`config.mk`:
```
export PLATFORM = sky130hd
export DESIGN_NAME = mult_accumulator_flat
export DESIGN_NICKNAME = d
export VERILOG_FILES = /design/src/rtl/mult_accumulator_if.sv /design/src/rtl/mult_accumulator.sv /design/src/flat_wrapper.sv
export SDC_FILE = /design/constraint.sdc
export NUM_CORES = 1
export LEC_CHECK = 0
export ABC_AREA = 1
export ABC_CLOCK_PERIOD_IN_PS = 5500
export BUFFER_PORTS_ARGS = -buffer_cell sky130_fd_sc_hd__buf_4
export CAP_MARGIN = 10
export CORE_MARGIN = 1.5
export CORE_UTILIZATION = 60
export CTS_BUF_LIST = sky130_fd_sc_hd__clkbuf_4
export DETAILED_ROUTE_END_ITERATION = 8
export PLACE_DENSITY = 0.82
export SYNTH_ARGS = -nofsm -noshare
export SYNTH_HDL_FRONTEND = slang
export SYNTH_SLANG_ARGS = --single-unit
```
`constraint.sdc`:
```
create_clock -name clk -period 5.5 [get_ports clk]
set_input_delay 0 -clock clk [delete_from_list [all_inputs] [get_ports clk]]
set_output_delay 0 -clock clk [all_outputs]
set_load 0.02 [all_outputs]
```
`src/rtl/mult_accumulator_if.sv`:
```
// Handshake bundle between the multiplier-side producer and mult_accumulator.
// Master drives product beats and result ready; slave returns batch results.
interface mult_accumulator_if #(
    parameter int IN_W  = 48,
    parameter int ACC_W = 56,
    parameter int CNT_W = 8
);
    logic             valid_data_in;
    logic [IN_W-1:0]  in;
    logic [CNT_W-1:0] count_cfg;
    logic             clear;
    logic             ready_in;
    logic [ACC_W-1:0] acc_out;
    logic             valid_data_out;
    logic             overflow;
    logic             drop_err;
    logic             busy;

    modport master (
        output valid_data_in,
        output in,
        output count_cfg,
        output clear,
        output ready_in,
        input  acc_out,
        input  valid_data_out,
        input  overflow,
        input  drop_err,
        input  busy
    );

    modport slave (
        input  valid_data_in,
        input  in,
        input  count_cfg,
        input  clear,
        input  ready_in,
        output acc_out,
        output valid_data_out,
        output overflow,
        output drop_err,
        output busy
    );
endinterface

```
`src/rtl/mult_accumulator.sv`:
```
// Saturating batch accumulator for the Dadda multiplier product stream,
// with a one-deep valid/ready result register and sticky drop flag.
module mult_accumulator #(
    parameter int IN_W  = 48,
    parameter int ACC_W = 56,
    parameter int CNT_W = 8
) (
    input logic               clk,
    input logic               rst,
    mult_accumulator_if.slave bus
);
    typedef enum logic {IDLE, ACCUM} acc_st_e;
    typedef enum logic {EMPTY, FULL} out_st_e;

    acc_st_e          acc_st_q;
    out_st_e          out_st_q;
    logic [ACC_W-1:0] acc_q;
    logic [ACC_W-1:0] acc_d;
    logic [ACC_W-1:0] res_q;
    logic [ACC_W:0]   sum;
    logic [CNT_W-1:0] beat_q;
    logic [CNT_W-1:0] beat_d;
    logic [CNT_W-1:0] n_q;
    logic [CNT_W-1:0] n_eff;
    logic             ovf_q;
    logic             ovf_d;
    logic             rovf_q;
    logic             drop_q;
    logic             busy_q;
    logic             valid_q;
    logic             beat_en;
    logic             last;
    logic             mid;

    // Zero-extended sum with one carry bit; the carry is the saturation flag.
    always_comb begin
        sum     = {1'b0, acc_q} + (ACC_W+1)'(bus.in);
        acc_d   = sum[ACC_W] ? '1 : sum[ACC_W-1:0];
        ovf_d   = ovf_q | sum[ACC_W];
        n_eff   = (acc_st_q == IDLE) ? bus.count_cfg : n_q;
        beat_d  = beat_q + CNT_W'(1);
        beat_en = bus.valid_data_in & ~bus.clear;
        // N=0 means 2^CNT_W: the counter wraps to 0 on exactly that beat.
        last    = beat_en & (beat_d == n_eff);
        mid     = beat_en & ~last;
    end

    always_ff @(posedge clk or negedge rst) begin
        if (!rst) begin
            acc_st_q <= IDLE;
            out_st_q <= EMPTY;
            acc_q    <= '0;
            beat_q   <= '0;
            n_q      <= '0;
            ovf_q    <= 1'b0;
            busy_q   <= 1'b0;
            res_q    <= '0;
            rovf_q   <= 1'b0;
            valid_q  <= 1'b0;
            drop_q   <= 1'b0;
        end else begin
            unique case (1'b1)
                bus.clear, last: begin
                    acc_st_q <= IDLE;
                    acc_q    <= '0;
                    beat_q   <= '0;
                    ovf_q    <= 1'b0;
                    busy_q   <= 1'b0;
                end
                mid: begin
                    acc_st_q <= ACCUM;
                    acc_q    <= acc_d;
                    beat_q   <= beat_d;
                    ovf_q    <= ovf_d;
                    busy_q   <= 1'b1;
                    if (acc_st_q == IDLE) begin
                        n_q <= bus.count_cfg;
                    end
                end
                default: begin
                end
            endcase

            unique case (out_st_q)
                EMPTY: begin
                    if (last) begin
                        out_st_q <= FULL;
                        valid_q  <= 1'b1;
                        res_q    <= acc_d;
                        rovf_q   <= ovf_d;
                    end
                end
                FULL: begin
                    if (last && bus.ready_in) begin
                        res_q  <= acc_d;
                        rovf_q <= ovf_d;
                    end else if (last) begin
                        drop_q <= 1'b1;
                    end else if (bus.ready_in) begin
                        out_st_q <= EMPTY;
                        valid_q  <= 1'b0;
                    end
                end
                default: begin
                end
            endcase
        end
    end

    assign bus.acc_out        = res_q;
    assign bus.valid_data_out = valid_q;
    assign bus.overflow       = rovf_q;
    assign bus.drop_err       = drop_q;
    assign bus.busy           = busy_q;
endmodule

```
`src/flat_wrapper.sv`:
```
// flat-port wrapper written by rule: the top's interface ports become plain ports
module mult_accumulator_flat 
#(
    parameter int IN_W  = 48,
    parameter int ACC_W = 56,
    parameter int CNT_W = 8
)
  (clk, rst, bus_valid_data_in, bus_in, bus_count_cfg, bus_clear, bus_ready_in, bus_acc_out, bus_valid_data_out, bus_overflow, bus_drop_err, bus_busy);
  mult_accumulator_if #(.IN_W(IN_W), .ACC_W(ACC_W), .CNT_W(CNT_W)) bus_i ();
  input logic clk;
  input logic rst;
  input wire logic [$bits(bus_i.valid_data_in)-1:0] bus_valid_data_in;
  input wire logic [$bits(bus_i.in)-1:0] bus_in;
  input wire logic [$bits(bus_i.count_cfg)-1:0] bus_count_cfg;
  input wire logic [$bits(bus_i.clear)-1:0] bus_clear;
  input wire logic [$bits(bus_i.ready_in)-1:0] bus_ready_in;
  output wire logic [$bits(bus_i.acc_out)-1:0] bus_acc_out;
  output wire logic [$bits(bus_i.valid_data_out)-1:0] bus_valid_data_out;
  output wire logic [$bits(bus_i.overflow)-1:0] bus_overflow;
  output wire logic [$bits(bus_i.drop_err)-1:0] bus_drop_err;
  output wire logic [$bits(bus_i.busy)-1:0] bus_busy;
  assign bus_i.valid_data_in = bus_valid_data_in;
  assign bus_i.in = bus_in;
  assign bus_i.count_cfg = bus_count_cfg;
  assign bus_i.clear = bus_clear;
  assign bus_i.ready_in = bus_ready_in;
  assign bus_acc_out = bus_i.acc_out;
  assign bus_valid_data_out = bus_i.valid_data_out;
  assign bus_overflow = bus_i.overflow;
  assign bus_drop_err = bus_i.drop_err;
  assign bus_busy = bus_i.busy;
  mult_accumulator #(.IN_W(IN_W), .ACC_W(ACC_W), .CNT_W(CNT_W)) u_core (.clk(clk), .rst(rst), .bus(bus_i));
endmodule
```
# Word level (Yosys, flattened, before mapping)

Cells that the tools add are included.

Add/sub/neg operators: 2
Eq/ne operators: 6
Multiplexer cells: 22
Bitwise operators: 8
Reductions and logical operators: 6

Operator list:

| cell                                                            | number |
|---|---|
| 56-bit one-hot mux with 2 select lines                          | 2 |
| 56-bit two-way mux                                              | 3 |
| 56-bit by 48-bit adder with 57-bit output                       | 1 |
| 8-bit one-hot mux with 2 select lines                           | 1 |
| 1-bit two-way mux                                               | 10 |
| 1-bit one-hot mux with 2 select lines                           | 5 |
| 8-bit by 1-bit adder with 8-bit output, second input constant   | 1 |
| 8-bit equality test                                             | 1 |
| 8-bit two-way mux                                               | 1 |
| 2-bit != test, second input constant                            | 4 |
| 1-bit inverter                                                  | 4 |
| 4-bit AND reduction                                             | 1 |
| 1-bit AND                                                       | 3 |
| 3-bit AND reduction                                             | 1 |
| 2-bit by 1-bit != test with 1-bit output, second input constant | 1 |
| 2-bit AND reduction                                             | 1 |
| 2-bit nonzero test                                              | 1 |
| 2-bit OR reduction                                              | 1 |
| 1-bit logical AND                                               | 1 |
| 1-bit OR                                                        | 1 |

Bits in registers: 134
Output and inout port bits: 60
Logic and storage cells: 54

# Longest topological paths before layout

Depth after elaboration: 6
Mapped depth: 16
Depth with buffers taken out: 15

# Worst setup path after synthesis

No wires, ideal clock.

Kind: reg-to-reg
From: register u_core.acc_q[0]
To: register u_core.acc_q[19]
Library setup time: 116 ps
Arrival: 2246 ps
Required time: 5384 ps
Path slack: 3138 ps
Cell stages (with the launch flop): 15
Buffers on the path: 1
Period minus slack after synthesis: 2362 ps
Path through: dfrtp_1 ha_1 fa_1 nand2_1 nand3_1 nand3_1 nand2_1 nand2_1 nand3_1 nand2_1 nand3_1 clkbuf_1 or2_2 nand2_1 nand2_1

Cells in the longest elaborated chain, start to end: 3

RTL lines:

| element                                   | line                   | text |
|---|---|---|
| start, declared                           | mult_accumulator.sv:17 | `logic [ACC_W-1:0] acc_q;` |
| start signal, assigned                    | mult_accumulator.sv:52 | `acc_q <= '0;` |
| start signal, assigned                    | mult_accumulator.sv:65 | `acc_q <= '0;` |
| start signal, assigned                    | mult_accumulator.sv:72 | `acc_q <= acc_d;` |
| 56-bit by 48-bit adder with 57-bit output | mult_accumulator.sv:37 | `sum = {1'b0, acc_q} + (ACC_W+1)'(bus.in);` |
| 56-bit two-way mux                        | mult_accumulator.sv:38 | `acc_d = sum[ACC_W] ? '1 : sum[ACC_W-1:0];` |
| 56-bit one-hot mux with 2 select lines    | mult_accumulator.sv:62 | `unique case (1'b1)` |

Every way passes these cells.
A chain may end at the register's enable or synchronous reset.

# Final worst setup path

From: register u_core.acc_q[0]
To: register u_core.res_q[2], in the netlist u_core.bus.acc_out[2]

Cells in the longest elaborated chain, start to end: 4
Elaborated cells between the ends (all ways): 5
Classes of those cells: 1 x add/sub; 4 x mux

RTL lines:

| element                                       | line                                           | text |
|---|---|---|
| 56-bit by 48-bit adder with 57-bit output (*) | mult_accumulator.sv:37                         |  |
| 56-bit two-way mux (*)                        | mult_accumulator.sv:38                         |  |
| 56-bit two-way mux, on equally long branches  | mult_accumulator.sv:94, mult_accumulator.sv:86 |  |
| 56-bit one-hot mux with 2 select lines (*)    | mult_accumulator.sv:84                         | `unique case (out_st_q)` |
| end signal, assigned                          | mult_accumulator.sv:57                         | `res_q <= '0;` |
| end signal, assigned                          | mult_accumulator.sv:89                         | `res_q <= acc_d;` |
| end signal, assigned                          | mult_accumulator.sv:95                         | `res_q <= acc_d;` |
| end, declared                                 | mult_accumulator.sv:19                         | `logic [ACC_W-1:0] res_q;` |

Every way passes the cells marked *; elsewhere a longest branch is shown, timed or not. The select of a mux whose other input is x is not followed.

==> results.py <==
metrics = {
    "status": {
        "status": "complete, no violations",
    },
    "worst_setup_path": {
        "worstReg2RegEnd": "u_core.bus.acc_out[2]",
        "crit_path_frequent_cell": "nand2_1",
        "critical_path_class": "reg -> reg",
        "cp_max_fo": 34,
        "cp-end-kind": "register",
        "cp_top_family": "simple AND/OR/NAND/NOR gates",
        "critPathArrivalTime_ps": 3830,
        "cp_cell_sequence": "ha_1 > fa_1 > nand2_1 > nand3_1 > nand3_1 > nand2_1 > nand2_1 > nand3_1 > nand2_1 > inv_1 > nor2_4 > o21ai_0 > nand2_1 > nand2_1",
        "crit-reg2reg-launch": "u_core.acc_q[0]",
        "crit_path_max_incr_delay_ps": 760,
        "rrSetupSlack_ps": 2170,
        "cp_slowest_cell": "nor2_4",
        "start_kind": "register",
        "critical_path_buf_inv_count": 1,
        "rr_worst_depth": 14,
        "required_ps": 5990,
    },
    "sta": {
        "fin_crit_ps": 3333,
        "slew_headroom": 0.3286,
        "rsz0062_at_grt": "false",
        "max_freq_mhz": 300.0,
        "drv_slew": 0,
        "period_share": 0.6060,
        "setup_viol": 0,
        "skew_ps": 51.81,
        "fin_tns_setup_ps": 0,
        "setup_slack_ps": 2167,
        "finalHoldViolCount": 0,
        "worst_pin_slew_ps": 1005,
    },
    "cts": {
        "cts-buffers-inserted": 17,
        "cts-root-buf": "clkbuf_4",
        "clk_pin_slew_ps": 160,
        "hold_buffers": 30,
        "cts_resized": 0,
        "clock_path_buffers": 2,
        "htree_levels": 4,
        "postCtsSetupBuffers": 0,
        "cts.sinks": 134,
        "clk_latency_ps": 620,
        "cts_tree": "built",
    },
    "power": {
        "clock_power_share": 0.232,
        "comb_power_share": 0.398,
        "swShare": 0.4410,
        "p_int_mw": 1.730,
        "irDropWorstVdd_mv": 0.2312,
        "cellPowerDensity_nw_per_um2": 251.3,
        "seq_power_share": 0.370,
        "power.net_switching_mw": 1.365,
        "p_leak_nw": 7.561,
    },
    "drt": {
        "drt_iter0_markers": 924,
        "wire_per_inst_microns": 15.17,
        "wl_microns": 32950,
        "dr.pass1.iters": 9,
        "final_antenna_net_count": 0,
        "drc": 0,
        "viasPerCell": 5.204,
        "vias": 11300,
    },
    "finish": {
        "layout-drive-gt1-share": 0.1028,
        "utilization": 0.7121,
        "final_nets": 2044,
        "syn2layout_area_growth_pct": 16.07,
    },
    "hold_path": {
        "hold_class": "in -> reg",
        "holdPathEnd": "u_core.acc_q[30]",
        "hp-start": "bus_in[30]",
        "min_path_cells": 7,
    },
    "floorplan": {
        "rows": 48,
        "die-area_sq_um": 18490,
        "io_pins": 121,
        "coreArea_sq_um": 17300,
        "die_h_microns": 136.0,
        "initial_utilization": 0.6135,
        "die_w_microns": 136.0,
    },
    "place": {
        "globalplace.congestion": 1.014,
        "pre_cts_ws_ps": 2244,
        "hpwl_microns": 24870,
        "portBuffers": 120,
    },
    "flow_run": {
        "cap_violations": 0,
    },
    "yosys": {
        "synth_area_per_cell_sq_um": 5.928,
        "synth-edff-count": 0,
        "yosysTopAreaCell": "dfrtp_1",
        "synth_most_common_cell": "nand2_1",
        "yosysTopAreaCellShare": 0.3160,
        "synth_cell_type_count": 30,
        "ys_seq_elements": 134,
        "ys_async_sr_fraction": 1.000,
        "yosys_warnings": 0,
        "synth_area_sq_um": 10610,
        "synthesis.nets": 1901,
        "synth_common_cells": "nand2_1, inv_1, dfrtp_1",
        "synth.area.top_cells": "dfrtp_1, nand2_1, inv_1, ha_1, nand3_1",
        "synth_flop_cell": "dfrtp_1",
        "yosysSeqAreaShare": 0.3160,
        "syn_inst": 1790,
    },
    "global_route": {
        "grt_pass1_vias": 10520,
        "grt.total_usage": 0.3621,
        "grt_pass1_wl_microns": 51810,
        "antenna_found_initial": 1,
        "grt_max_degree": 79,
        "grt-ovfl-total": 0,
    },
}
tightest hold or removal path, stage by stage:
cell and delay [ps]:
buf_4 80, ha_1 210, inv_1 50, nand2_1 60, nand3_1 90, nand2_1 70, nand2_1 40
registers in the layout, summed over array words and instances (netlist names):
name                       cells
u_core.out_st_q                1
u_core.bus.acc_out            56
u_core.acc_q                  56
u_core.beat_q                  8
u_core.bus.overflow            1
u_core.bus.valid_data_out      1
u_core.n_q                     8
u_core.bus.drop_err            1
u_core.ovf_q                   1
u_core.acc_st_q                1
placed cells by master (no fill, tap or decap), drive strengths merged:
cell type / n
fa: 1
o21bai: 2
inv: 326
or2: 28
xnor2: 1
a31o: 2
o22ai: 3
diode: 1
a21oi: 22
nor2: 111
and2: 2
clkinv: 7
nor3: 14
o21ai: 23
ha: 49
nand2: 892
buf: 127
clkbuf: 17
xor2: 26
dfrtp: 134
clkinvlp: 1
nand4: 16
dlygate4sd3: 29
nand3: 113
stage by stage:
| step | hold WS [ps] | power [mW] | instances | area, sq um |
|---|---|---|---|---|
| after floorplan | -295.6 | 1.966 | 1790 | 10610 |
| after global placement | -15.34 | 2.305 | 2109 | 11680 |
| after detailed placement | 5.864 | 2.340 | 2109 | 11680 |
| after CTS | 0.5709 | 3.073 | 2171 | 12310 |
| after global routing | 65.70 | 3.278 | 2172 | 12320 |
| final | 12.56 | 3.095 | 2172 | 12320 |
cells by family after synthesis:
family	count (synthesis)	share of synthesized area
and+or+nand+nor	1176	0.4463
xor gates and xnor gates	27	0.02229
DFF	134	0.3160
AOI/OAI and AO/OA	52	0.02677
buffers and inverters	351	0.1290
adders and majority gates	50	0.05966
layer usage:
metal  vias to the layer above  wire, microns  track usage  share of wire
met3                        71           2296      0.05406          0.070
li1                       5621              -            -              -
met5                         -              0            0              0
met1                      5145          14220       0.4745           0.43
met2                       466          15410       0.6060           0.47
met4                         0           1032       0.1342          0.031
power groups by stage:
stage	Clock (mW)	Sequential, mW	Combinational [mW]
final	0.719	1.15	1.23
after global routing	0.758	1.15	1.37
after CTS	0.722	1.14	1.21
after detailed placement	0	1.16	1.18
after global placement	0	1.16	1.15
after floorplan	0	1.18	0.783
how the worst max path moves through the flow:
stage                     from                      to  slack, ps  cells after the start
3_5_place_dp   u_core.acc_q[0]  u_core.bus.acc_out[11]       2240                     13
3_3_place_gp   u_core.acc_q[0]  u_core.bus.acc_out[44]       2440                     14
4_1_cts        u_core.acc_q[0]  u_core.bus.acc_out[16]       2200                     13
2_1_floorplan  u_core.acc_q[0]        u_core.acc_q[19]       3140                     14
5_1_grt        u_core.acc_q[0]   u_core.bus.acc_out[2]       1920                     14
6_report       u_core.acc_q[0]   u_core.bus.acc_out[2]       2170                     14
cell type report:
type / count / area [sq um]
clock buffers: 17 / 127.6
flip-flops and latches: 134 / 3353
repair buffers: 156 / 1267
fillers: 1551 / 4980
well taps: 225 / 281.5
inverters: 319 / 1197
clock inverters: 15 / 185.2
diodes: 1 / 2.502
multi-input cells: 1305 / 5902
Note: power is estimated with default switching activity, not from simulation.
